===== config.mk =====
export PLATFORM = sky130hd
export DESIGN_NAME = vanish_board_engine
export DESIGN_NICKNAME = d
export VERILOG_FILES = /design/src/rtl/vanish_board_engine.sv
export SDC_FILE = /design/constraint.sdc
export NUM_CORES = 1
export LEC_CHECK = 0
export CAP_MARGIN = 20
export CORE_MARGIN = 4
export CORE_UTILIZATION = 64
export CTS_CLUSTER_DIAMETER = 200
export DETAILED_ROUTE_END_ITERATION = 10
export DONT_BUFFER_PORTS = 1
export GPL_ROUTABILITY_DRIVEN = 0
export PLACE_DENSITY = 0.87
export REMOVE_ABC_BUFFERS = 1
export SKIP_CTS_REPAIR_TIMING = 1
export SYNTH_ARGS = -nofsm -noshare
export SYNTH_HDL_FRONTEND = slang
export SYNTH_SLANG_ARGS = --single-unit

===== constraint.sdc =====
create_clock -name clk -period 4.9 [get_ports clk]
set_input_delay 0.735 -clock clk [delete_from_list [all_inputs] [get_ports clk]]
set_output_delay 0.735 -clock clk [all_outputs]
set_load 0.005 [all_outputs]

===== src/rtl/vanish_board_engine.sv =====
// Vanishing-mark N x N tic-tac-toe engine: board, per-player mark-history FIFOs,
// turn timer and win detection. Each player keeps at most DEPTH live marks.
module vanish_board_engine #(
  parameter int N          = 3,
  parameter int DEPTH      = 3,
  parameter int TURN_TICKS = 80,
  localparam int PW = $clog2(N*N),
  localparam int TW = $clog2(TURN_TICKS+1),
  localparam int CW = $clog2(DEPTH+1)
) (
  input  logic              clk,
  input  logic              rst,
  input  logic              tick,
  input  logic              new_game,
  input  logic              move_valid,
  input  logic [PW-1:0]     move_pos,
  output logic              move_ready,
  output logic              move_accept,
  output logic              move_reject,
  output logic              vanish_valid,
  output logic [PW-1:0]     vanish_pos,
  output logic              timeout,
  output logic [2*N*N-1:0]  board,
  output logic              turn,
  output logic [TW-1:0]     time_left,
  output logic [1:0]        game_state,
  output logic [CW-1:0]     live_o,
  output logic [CW-1:0]     live_x
);
  localparam int PTRW = (DEPTH > 1) ? $clog2(DEPTH) : 1;

  typedef enum logic {RUN = 1'b0, OVER = 1'b1} state_e;

  state_e             state_q;
  logic [2*N*N-1:0]   board_q;
  logic               turn_q;
  logic [TW-1:0]      time_left_q;
  logic [1:0]         game_state_q;
  logic [CW-1:0]      live_q [2];
  logic [PW-1:0]      fifo_q [2][DEPTH];
  logic [PTRW-1:0]    head_q [2];
  logic [PTRW-1:0]    tail_q [2];
  logic               move_accept_q, move_reject_q, vanish_valid_q, timeout_q;
  logic [PW-1:0]      vanish_pos_q;

  logic [1:0]         code_s;
  logic [1:0]         cur_cell_s;
  logic               pos_ok_s, accept_s, full_s, win_s;
  logic [PW-1:0]      pop_pos_s;
  logic [2*N*N-1:0]   board_acc_s;

  function automatic logic [PTRW-1:0] ptr_inc(input logic [PTRW-1:0] p);
    return (p == PTRW'(DEPTH-1)) ? '0 : p + PTRW'(1);
  endfunction

  // True when code c fills any row, column or either main diagonal of b.
  function automatic logic has_line(input logic [2*N*N-1:0] b, input logic [1:0] c);
    logic win, row, col, dia, anti;
    win  = 1'b0;
    dia  = 1'b1;
    anti = 1'b1;
    for (int r = 0; r < N; r++) begin
      row = 1'b1;
      col = 1'b1;
      for (int k = 0; k < N; k++) begin
        row = row & (b[2*(r*N+k) +: 2] == c);
        col = col & (b[2*(k*N+r) +: 2] == c);
      end
      win  = win | row | col;
      dia  = dia  & (b[2*(r*N+r) +: 2] == c);
      anti = anti & (b[2*(r*N+N-1-r) +: 2] == c);
    end
    return win | dia | anti;
  endfunction

  // Move legality and the candidate board after write-and-vanish.
  always_comb begin
    code_s     = turn_q ? 2'b10 : 2'b01;
    pos_ok_s   = (int'(move_pos) < N*N);
    cur_cell_s = 2'b00;
    for (int i = 0; i < N*N; i++) begin
      if (move_pos == PW'(i)) cur_cell_s = board_q[2*i +: 2];
      else                    cur_cell_s = cur_cell_s;
    end
    accept_s    = (state_q == RUN) && move_valid && pos_ok_s && (cur_cell_s == 2'b00);
    full_s      = (live_q[turn_q] == CW'(DEPTH));
    pop_pos_s   = fifo_q[turn_q][head_q[turn_q]];
    board_acc_s = board_q;
    for (int i = 0; i < N*N; i++) begin
      if (move_pos == PW'(i))               board_acc_s[2*i +: 2] = code_s;
      else if (full_s && pop_pos_s == PW'(i)) board_acc_s[2*i +: 2] = 2'b00;
      else                                  board_acc_s[2*i +: 2] = board_acc_s[2*i +: 2];
    end
    win_s = has_line(board_acc_s, code_s);
  end

  // Game state, board, FIFOs, timer and one-cycle status pulses.
  always_ff @(posedge clk or negedge rst) begin
    if (!rst) begin
      state_q        <= RUN;
      board_q        <= '0;
      turn_q         <= 1'b0;
      time_left_q    <= TW'(TURN_TICKS);
      game_state_q   <= 2'b00;
      move_accept_q  <= 1'b0;
      move_reject_q  <= 1'b0;
      vanish_valid_q <= 1'b0;
      vanish_pos_q   <= '0;
      timeout_q      <= 1'b0;
      for (int p = 0; p < 2; p++) begin
        live_q[p] <= '0;
        head_q[p] <= '0;
        tail_q[p] <= '0;
        for (int d = 0; d < DEPTH; d++) fifo_q[p][d] <= '0;
      end
    end else begin
      move_accept_q  <= 1'b0;
      move_reject_q  <= 1'b0;
      vanish_valid_q <= 1'b0;
      timeout_q      <= 1'b0;
      if (new_game) begin
        state_q      <= RUN;
        board_q      <= '0;
        turn_q       <= 1'b0;
        time_left_q  <= TW'(TURN_TICKS);
        game_state_q <= 2'b00;
        vanish_pos_q <= '0;
        for (int p = 0; p < 2; p++) begin
          live_q[p] <= '0;
          head_q[p] <= '0;
          tail_q[p] <= '0;
        end
      end else if (accept_s) begin
        // An accepted move reloads the timer, so a coincident tick is dropped.
        move_accept_q          <= 1'b1;
        board_q                <= board_acc_s;
        fifo_q[turn_q][tail_q[turn_q]] <= move_pos;
        tail_q[turn_q]         <= ptr_inc(tail_q[turn_q]);
        if (full_s) begin
          head_q[turn_q] <= ptr_inc(head_q[turn_q]);
          vanish_valid_q <= 1'b1;
          vanish_pos_q   <= pop_pos_s;
        end else begin
          live_q[turn_q] <= live_q[turn_q] + CW'(1);
        end
        turn_q      <= ~turn_q;
        time_left_q <= TW'(TURN_TICKS);
        if (win_s) begin
          state_q      <= OVER;
          game_state_q <= code_s;
        end else begin
          state_q <= RUN;
        end
      end else begin
        move_reject_q <= move_valid;
        if (state_q == RUN && tick) begin
          if (time_left_q == TW'(1)) begin
            time_left_q <= TW'(TURN_TICKS);
            turn_q      <= ~turn_q;
            timeout_q   <= 1'b1;
          end else begin
            time_left_q <= time_left_q - TW'(1);
          end
        end else begin
          time_left_q <= time_left_q;
        end
      end
    end
  end

  assign move_ready   = (state_q == RUN);
  assign move_accept  = move_accept_q;
  assign move_reject  = move_reject_q;
  assign vanish_valid = vanish_valid_q;
  assign vanish_pos   = vanish_pos_q;
  assign timeout      = timeout_q;
  assign board        = board_q;
  assign turn         = turn_q;
  assign time_left    = time_left_q;
  assign game_state   = game_state_q;
  assign live_o       = live_q[0];
  assign live_x       = live_q[1];
endmodule

==> flow_summary.toml <==
[critical_path]
worstPathArrival_ns = 4.13
crit_fanout = 26
crit_type = "register to register"
critical_path.endpoint_type = "register"
cp-start-kind = "register"
worstPathRequired_ns = 5.12

[synthesis]
synth.most_common_cell = "dfrtp_1"
synth_top_area_cell = "dfrtp_1"
synth_area_sq_um = 4070
synth_edf_count = 0
synth-async-reset-ratio_pct = 100
synth_area_leaders = "dfrtp_1 44%, mux2_2 6.6%, nor2_1 6.1%, a22oi_1 4.2%, mux2i_1 3.9%"
ys_top_cells_by_count = "71 x dfrtp_1, 66 x nor2_1, 29 x nand2_1"
syn_area_per_cell_sq_um = 9.62
synth-seq-cells = 73
synth_cells = 423
ys.flop_type = "dfrtp_1"
synth_cell_type_count = 64
synth_top_area_share_pct = 43.7
yosys_warnings = 0
synth_seq_area_share_pct = 45.0

[timing]
fmax_ghz = 0.256
slew_violations = 0
tns_ns = 0
hold_ws_ns = 0.0802
fin_skew_ns = 0.00732
tightest_slew_ns = 0.896
rsz0062_at_grt = "no"
setup_viol = 0
fin_crit_sh_pct = 79.8
hold_viol = 0
final.min_clock_period_ns = 3.91
relSlewSlack_pct = 40.1

[route]
drt-vias-per-instance = 6.69
post_drt_wl_per_cell_um = 18.9
drc = 0
vias = 3266
wirelength_um = 9230
detail-route-antenna-nets = 0
drtIter0Drc = 468
dr.pass1.iters = 6

[die]
die_w_um = 87.7
die_area_sq_um = 7700
start_util_pct = 67.1
num_rows = 28
io_pins = 50
fp.dieH_um = 87.7
coreArea_sq_um = 6060

[grt]
gr-usage-met2_pct = 39.1
met3_usage_pct = 6.11
grt-busiest-layer = "met2"
grt_first_pass_wirelength_um = 15700
grtUsageMet1_pct = 36.2
grt_overflow = 0
grt_max_degree = 74
grt_usage_pct = 26.2
first_global_vias = 3162
antenna_found_initial = 0

[worst_hold_path]
hold_class = "input pin to asynchronous set/reset pin"

[final_layout]
nNetsFinal = 420
diodes = 0
fill_cells = 431
drive_gt1_share_pct = 13.8
syn2layout_area_growth_pct = 4.31

[pwr]
pwr_density_cell_nw_per_um2 = 321
ir_drop_v = 0.000224
leakagePower_nw = 1.77

[clock_tree]
clock_latency_ns = 0.34
cts.sinks = 73
clockRootBuffer = "clkbuf_8"
cts_max_level = 3
cts_buffers = 9
cts_max_path_buffers = 2
cts_tree = "done"
cts.clk_slew.worst_paths_ns = 0.07

[placed_design]
port_buffers = 0
hpwlAfterDp_um = 6220

[flow_run]
drv_cap = 0

[run_status]
status = "finished, final reports clean"
## worst paths after layout
kind	start	to	slack [ns]	depth (start not counted)
hold / removal	rst	fifo_q[8]$_DFFE_PN0P_	0.08	0
hold reg to reg	fifo_q[1]$_DFFE_PN0P_	fifo_q[1]$_DFFE_PN0P_	0.51	1
setup reg to reg	turn$_DFFE_PN0P_	game_state[0]$_DFFE_PN0P_	0.99	8
max in group asynchronous	rst	time_left[6]$_DFFE_PN1P_	4.63	0
setup / recovery	turn$_DFFE_PN0P_	game_state[0]$_DFFE_PN0P_	0.99	8
min in group clk	new_game	live_x[0]$_DFFE_PN0P_	0.46	1
## power by group
group / total [mW] / internal [mW] / switching (mW)
combinational: 0.208 / 0.0932 / 0.114
clock: 0.463 / 0.249 / 0.214
sequential: 0.693 / 0.651 / 0.0422
## placed cells by master (no fill, tap or decap), types with 3 or more instances in the layout
cell type / netlist / routed
a211oi_1: 3 / 3
a21oi_1: 8 / 8
a22oi_1: 23 / 23
a311oi_1: 3 / 3
a32o_1: 3 / 3
and2_1: 3 / 3
clkbuf_1: 17 / 3
clkbuf_8: 0 / 10
dfrtp_1: 71 / 71
ha_1: 3 / 3
inv_1: 7 / 7
mux2_2: 24 / 24
mux2_4: 4 / 4
mux2i_1: 16 / 16
nand2_1: 29 / 29
nand2b_1: 8 / 8
nand3_1: 5 / 5
nor2_1: 66 / 66
nor2b_1: 8 / 8
nor3_1: 13 / 13
nor3b_1: 4 / 4
nor4_1: 3 / 3
o211ai_1: 4 / 4
o21ai_0: 15 / 15
o21ai_1: 6 / 6
o22ai_1: 6 / 6
o31ai_1: 4 / 4
or2_2: 5 / 5
or3_1: 6 / 6
xnor2_1: 3 / 3
## metrics by stage
stage / util [%] / area [sq um] / std cells / setup WS, ns / power [mW]
after detailed placement: 66.9 / 4050 / 472 / 1.08 / 0.906
after CTS: 70.0 / 4240 / 488 / 1.16 / 1.37
after global routing: 70.0 / 4240 / 488 / 0.822 / 1.43
final: 70.0 / 4240 / 488 / 0.990 / 1.36
after floorplan: - / 3950 / 396 / 1.50 / 0.851
after global placement: 66.9 / 4050 / 472 / 1.27 / 0.894
## registers in the layout, indices dropped and copies added, names as in the netlist
signal	count
vanish_pos	4
live_x	2
tail_q	4
board	18
time_left	7
head_q	4
vanish_valid	1
timeout	1
state_q	1
move_reject	1
turn	1
fifo_q	24
move_accept	1
live_o	2
game_state	2
## kinds of logic after synthesis
kind of cell / Yosys count / synth area share (%)
AND/OR/NAND/NOR: 167 / 20.5
AO/OA/AOI/OAI: 96 / 16.8
flip-flops: 73 / 45.0
multiplexers: 45 / 12.3
buffers and inverters: 35 / 3.63
XOR/XNOR: 4 / 0.861
adder cells (fa/ha/maj): 3 / 0.923
## cell type report
cell class	instances	area, sq um	area share, %
inverter	8	30.0	0.708
timing repair buffer	1	7.51	0.177
clock inverter	3	42.5	1.00
clock buffer	13	149	3.51
sequential	73	1830	43.1
tap	75	93.8	2.21
multi-input combinational	315	2090	49.3
## layer usage
| metal | routed length, um | part of all wire [%] | vias up |
|---|---|---|---|
| li1 | - | - | 1512 |
| met1 | 3940 | 43 | 1554 |
| met2 | 4330 | 47 | 166 |
| met3 | 735 | 8.0 | 34 |
| met4 | 218 | 2.4 | 0 |
| met5 | 0 | 0 | - |
## critical path, cell delays in order, from the launching register on
cell and delay, ns:
dfrtp_1 0.90, nor3b_1 0.28, a221oi_1 0.66, o2111ai_1 0.46
o21ai_0 0.41, a22oi_1 0.12, o311ai_1 0.31, o211ai_1 0.26
mux2_1 0.38
Note: power is estimated with default switching activity, not from simulation.
